$ cat src/rtl/qos_aging_arbiter_pkg.sv
// rtl/qos_aging_arbiter_pkg.sv - shared state type, default constants and helpers for the QoS aging arbiter
package qos_arb_pkg;

  typedef enum logic {
    IDLE,
    LOCKED
  } state_t;

  localparam int DEF_STREAM_COUNT = 4;
  localparam int DEF_QOS_WIDTH    = 4;
  localparam int DEF_AGE_WIDTH    = 8;
  localparam int DEF_AGE_LIMIT    = 64;
  localparam int MAX_STREAMS      = 32;

  // Index of the set bit in a one-hot vector; 0 for an all-zero vector.
  function automatic int unsigned onehot_to_idx(input logic [MAX_STREAMS-1:0] oh);
    int unsigned idx;
    idx = 0;
    for (int i = 0; i < MAX_STREAMS; i++) begin
      if (oh[i]) idx = unsigned'(i);
    end
    return idx;
  endfunction

endpackage

$ cat src/rtl/qos_aging_arbiter_rr_picker.sv
// rtl/qos_aging_arbiter_rr_picker.sv - round-robin picker: first candidate strictly after the pointer
module rr_picker #(
  parameter int N = 4
) (
  input  logic [N-1:0]         candidates,
  input  logic [$clog2(N)-1:0] pointer,
  output logic [N-1:0]         winner,
  output logic                 valid
);

  localparam int PW = $clog2(N);

  logic          found;
  logic [PW-1:0] sel;

  // Scan offsets 1..N so the stream at the pointer itself is considered last.
  always_comb begin
    winner = '0;
    found  = 1'b0;
    sel    = '0;
    for (int k = 1; k <= N; k++) begin
      sel = PW'((int'(pointer) + k) % N);
      if (!found && candidates[sel]) begin
        winner[sel] = 1'b1;
        found       = 1'b1;
      end
    end
  end

  assign valid = |candidates;

endmodule

$ cat src/rtl/qos_aging_arbiter.sv
// rtl/qos_aging_arbiter.sv - packet-locked QoS arbiter with round-robin tie break and starvation aging
// Aging (wait counters, urgent promotion) is built only when QOS_ARB_AGING_EN is defined.
module qos_aging_arbiter
  import qos_arb_pkg::*;
#(
  parameter int STREAM_COUNT = DEF_STREAM_COUNT,
  parameter int T_QOS__WIDTH = DEF_QOS_WIDTH,
  parameter int AGE_WIDTH    = DEF_AGE_WIDTH,
  parameter int AGE_LIMIT    = DEF_AGE_LIMIT
) (
  input  logic                            clk,
  input  logic                            rst,
  input  logic [STREAM_COUNT-1:0]         req,
  input  logic [STREAM_COUNT-1:0]         last,
  input  logic [T_QOS__WIDTH-1:0]         qos [STREAM_COUNT],
  input  logic                            en,
  output logic [STREAM_COUNT-1:0]         grant,
  output logic [$clog2(STREAM_COUNT)-1:0] grant_idx,
  output logic                            busy,
  output logic                            urgent
);

  localparam int IW = $clog2(STREAM_COUNT);

  if (STREAM_COUNT < 2 || STREAM_COUNT > MAX_STREAMS ||
      AGE_LIMIT < 1 || AGE_LIMIT >= (1 << AGE_WIDTH)) begin : g_bad_cfg
    $error("qos_aging_arbiter: illegal parameter combination");
  end

  state_t                  state;
  logic [IW-1:0]           rr_ptr;
  logic [T_QOS__WIDTH-1:0] max_qos;
  logic [STREAM_COUNT-1:0] qos_cand;
  logic [STREAM_COUNT-1:0] urgent_set;
  logic [STREAM_COUNT-1:0] cand;
  logic [STREAM_COUNT-1:0] winner;
  logic [IW-1:0]           win_idx;
  logic                    win_valid;
  logic                    use_urgent;
  logic                    release_now;
  logic                    arb_now;
  logic                    load;

  always_comb begin
    max_qos = '0;
    for (int i = 0; i < STREAM_COUNT; i++) begin
      if (req[i] && qos[i] > max_qos) max_qos = qos[i];
    end
  end

  // QoS 0 is a wildcard: such a stream competes in every round-robin pass.
  always_comb begin
    qos_cand = '0;
    for (int i = 0; i < STREAM_COUNT; i++) begin
      qos_cand[i] = req[i] && (qos[i] == max_qos || qos[i] == '0);
    end
  end

`ifdef QOS_ARB_AGING_EN
  localparam logic [AGE_WIDTH-1:0] CNT_MAX = '1;
  localparam logic [AGE_WIDTH-1:0] LIMIT   = AGE_WIDTH'(AGE_LIMIT);

  logic [AGE_WIDTH-1:0] wait_cnt [STREAM_COUNT];

  always_ff @(posedge clk) begin
    for (int i = 0; i < STREAM_COUNT; i++) begin
      if (rst || !req[i] || grant[i] || (load && winner[i])) begin
        wait_cnt[i] <= '0;
      end else if (wait_cnt[i] != CNT_MAX) begin
        wait_cnt[i] <= wait_cnt[i] + AGE_WIDTH'(1);
      end
    end
  end

  always_comb begin
    urgent_set = '0;
    for (int i = 0; i < STREAM_COUNT; i++) begin
      urgent_set[i] = req[i] && (wait_cnt[i] >= LIMIT);
    end
  end
`else
  assign urgent_set = '0;
`endif

  assign use_urgent = |urgent_set;
  assign cand       = use_urgent ? urgent_set : qos_cand;

  rr_picker #(
    .N (STREAM_COUNT)
  ) u_rr_picker (
    .candidates (cand),
    .pointer    (rr_ptr),
    .winner     (winner),
    .valid      (win_valid)
  );

  assign win_idx = IW'(onehot_to_idx(MAX_STREAMS'(winner)));

  // A granted stream dropping req counts as an abort and frees the output.
  assign release_now = (state == LOCKED) &&
                       (!req[grant_idx] || (en && last[grant_idx]));
  assign arb_now     = (state == IDLE) || release_now;
  assign load        = arb_now && win_valid;

  always_ff @(posedge clk) begin
    if (rst) begin
      state     <= IDLE;
      grant     <= '0;
      grant_idx <= '0;
      busy      <= 1'b0;
      urgent    <= 1'b0;
      rr_ptr    <= IW'(STREAM_COUNT - 1);
    end else if (load) begin
      state     <= LOCKED;
      grant     <= winner;
      grant_idx <= win_idx;
      busy      <= 1'b1;
      urgent    <= use_urgent;
      rr_ptr    <= win_idx;
    end else if (arb_now) begin
      state     <= IDLE;
      grant     <= '0;
      grant_idx <= '0;
      busy      <= 1'b0;
      urgent    <= 1'b0;
    end
  end

endmodule

$ cat config.mk
export PLATFORM = sky130hd
export DESIGN_NAME = qos_aging_arbiter
export DESIGN_NICKNAME = d
export VERILOG_FILES = /design/src/rtl/qos_aging_arbiter_pkg.sv /design/src/rtl/qos_aging_arbiter_rr_picker.sv /design/src/rtl/qos_aging_arbiter.sv
export SDC_FILE = /design/constraint.sdc
export NUM_CORES = 1
export LEC_CHECK = 0
export CELL_PAD_IN_SITES_DETAIL_PLACEMENT = 0
export CELL_PAD_IN_SITES_GLOBAL_PLACEMENT = 1
export CORE_MARGIN = 2
export CORE_UTILIZATION = 39
export CTS_CLUSTER_SIZE = 25
export DETAILED_ROUTE_END_ITERATION = 7
export GPL_TIMING_DRIVEN = 0
export PLACE_DENSITY_LB_ADDON = 0.08
export SYNTH_ARGS = -nofsm -noshare
export SYNTH_HDL_FRONTEND = slang
export SYNTH_SLANG_ARGS = --single-unit
$ cat constraint.sdc
create_clock -name clk -period 8.5 [get_ports clk]
set_clock_uncertainty 0.2 [all_clocks]
set_input_delay 1.7 -clock clk [delete_from_list [all_inputs] [get_ports clk]]
set_output_delay 1.7 -clock clk [all_outputs]
set_load 0.03 [all_outputs]
==> results_dict.tcl <==
set metrics [dict create \
    hold_class "register to register" \
    routed_via_density 5.987 \
    layout_commonest_cell "clkdlybuf4s50_1" \
    setup_violations 0 \
    power-per-cell-area_mw_per_mm2 187.0 \
    min_period_ps 8123 \
    synth.distinct_cells 65 \
    detail-route-antenna-nets 0 \
    power_leakage_nw 0.9630 \
    yosys.area.top_type_share_pct 13.69 \
    min_to "grant[3]" \
    portBuffers 32 \
    drt_iter0_markers 129 \
    fillers 452 \
    cp_num_buf_inv 2 \
    tns_ps 0 \
    rrSetupSlack_ps 5690 \
    diodes 0 \
    mostFrequentLayoutCells "32 x clkdlybuf4s50_1, 20 x nor2_1, 19 x nand2_1, 19 x ha_1, 14 x inv_1" \
    yosysTopAreaCell "ha_1" \
    tightestPinTransition_ps 677.4 \
    timing.rr.start "rr_ptr[0]" \
    grt_max_degree 13 \
    synthFlopType "dfxtp_1" \
    status "complete, no violations" \
    clk_latency_ps 230 \
    hpwl_um 3932 \
    worst-path-max-fanout 9 \
    timing.rr.end "rr_ptr[1]" \
    grt_pass1_vias 1654 \
    hold_depth 2 \
    grt_antenna_before_repair 0 \
    layout.nets 313 \
    final_util_pct 52.90 \
    num_rows 24 \
    clk_path_buf_depth 2 \
    ys_async_sr_fraction_pct 0 \
    worstPathArrival_ps 8060 \
    grtUsageTotal_pct 18.81 \
    combPwrFrac_pct 73.3 \
    sw_frac_of_total_pct 48.83 \
    die_h_um 72.47 \
    layout.cells.non_filler 317 \
    total_power_mw 0.4396 \
    relSlewSlack_pct 54.63 \
    start_util_pct 41.13 \
    root_buffer "clkbuf_8" \
    cp_slowest_cell "clkdlybuf4s50_1" \
    vdd_drop_max_mv 0.09685 \
    dp_slack_ps -195.3 \
    reg2reg_depth 8 \
    syn-cell-area_sq_mm 0.001828 \
    synth.area.top_cells "ha_1 14%, dfxtp_1 9.9%, nor2_1 4.3%, nand2_1 3.9%, mux2i_1 3.8%" \
    hold_slack_ps 259.0 \
    syn_nets 272 \
    drive_gt1_share_pct 16.23 \
    gp_congestion 0.7901 \
    cts_tree "built" \
    coreArea_sq_mm 0.004444 \
    cpMostUsedCell "ha_1" \
    synthToLayoutAreaGrowth_pct 28.61 \
    synth_cells 225 \
    rsz0062_at_grt "false" \
    sequentialPowerShare_pct 15.5 \
    clock.fmax_mhz 123.1 \
    syn_avg_cell_area_sq_um 8.124 \
    clk_pin_slew_ps 40 \
    synth_seq_cells 9 \
    synth-edff-count 0 \
    ctsHoldBuffers 0 \
    hold_violations 0 \
    dp.cells 309 \
    slew_viol_final 0 \
    endpoint_kind "register" \
    clock_sinks 9 \
    power.share.clock_pct 11.2 \
    p_int_mw 0.2249 \
    vias 1898 \
    wire_per_inst_um 15.87 \
    fin_area_sq_mm 0.002351 \
    switchingPower_mw 0.2146 \
    hp-start "grant[3]" \
    worst_path_dominant_cell_family "compound AO/OA/AOI/OAI gates" \
    die-area_sq_mm 0.005251 \
    maxCapViolCount 0 \
    period_share_pct 95.56 \
    path_class "input pin to register" \
    drc 0 \
    synth_warnings 0 \
    cpPeakStageDelay_ps 540 \
    fp.dieW_um 72.47 \
    startpoint_type "input pin" \
    timing.final.ws_setup_ps 377.1 \
    grt_pass1_wl_um 8038 \
    dpl-instance-area_sq_mm 0.002213 \
    drt_pass1_iterations 4 \
    yosysSeqAreaShare_pct 9.856 \
    crit_required_ps 8430 \
    grt-ovfl-total 0 \
    cts_max_level 1 \
    wirelength_um 5031 \
    cts_buffers 3 \
    num_io_pins 35 \
]
-- flip-flops by register name, indices dropped and copies added, names as in the netlist --
signal / cells
grant_idx: 2
rr_ptr: 2
state: 1
grant: 4
-- cells in the mapped netlist (2+ instances only) --
cell type  instances
nor2_1            21
ha_1              20
nand2_1           19
inv_1             14
a21oi_1           12
dfxtp_1            9
mux2i_1            7
xnor2_1            7
a211oi_1           5
o21ai_0            5
a22oi_1            4
clkbuf_1           4
nand3_1            4
nand3b_1           4
o211ai_1           4
o22ai_1            4
o31ai_1            4
a211o_1            3
a21o_1             3
a21oi_2            3
a32oi_1            3
and2_1             3
nand4_1            3
nor2b_1            3
o2111ai_1          3
or4_1              3
a21o_2             2
a221o_1            2
a22oi_2            2
and4_1             2
nand2b_1           2
nor4_1             2
o211ai_2           2
o2bb2ai_1          2
o311ai_4           2
o31a_1             2
o41ai_4            2
or3_1              2
-- logic make-up after synthesis --
group                      share of synthesized area [%]
DFF                                                9.856
AOI/OAI and AO/OA                                  41.27
buffers and inverters                              4.380
xor gates and xnor gates                           4.244
other                                             0.2051
adders and majority gates                          13.69
muxes                                              4.654
and+or+nand+nor                                    21.70
-- power by group through the flow --
stage	Sequential, mW	Clock (mW)	Combinational, mW
4_1_cts	0.0681	0.0501	0.304
3_3_place_gp	0.0686	0	0.301
6_report	0.0680	0.0492	0.322
5_1_grt	0.0707	0.0522	0.350
2_1_floorplan	0.0754	0	0.220
3_5_place_dp	0.0686	0	0.302
-- routing by layer --
layer / wire length, um / global-route usage [%] / vias up
li1: - / - / 954
met1: 2682 / 30.18 / 890
met2: 2041 / 27.42 / 54
met3: 307 / 2.639 / 0
met4: 0 / 1.235 / 0
met5: 0 / 0 / -
-- how the worst max path moves through the flow --
stage,depth (start not counted),startpoint,end
2_1_floorplan,27,req[0],grant_idx[0]
3_3_place_gp,27,qos[13],grant_idx[0]
3_5_place_dp,27,qos[13],grant_idx[0]
4_1_cts,27,qos[13],grant_idx[0]
5_1_grt,29,qos[15],rr_ptr[0]
6_report,27,qos[13],rr_ptr[0]
-- area by class of cell --
class,count,area (sq um),area share (%)
timing repair buffer,36,362.8,15.43
inverter,14,52.55,2.235
tap,52,65.06,2.767
multi-input combinational,196,1617,68.76
buffer,6,28.78,1.224
sequential,9,180.2,7.664
clock buffer,4,45.04,1.916
-- timing repair --
action,in CTS,in global routing
setup buffers,0,4
gates resized for setup,0,13
hold endpoints to repair,0,0
endpoints found under the setup margin,0,8
-- worst register-to-register path: stages (launching register included) --
cell and delay (ps):
dfxtp_1 590, inv_1 240, ha_1 360, inv_1 120
mux2i_1 400, mux2i_1 130, a221o_2 370, nor2_1 160
a22oi_1 110
Power figures use the tool's default switching activity.
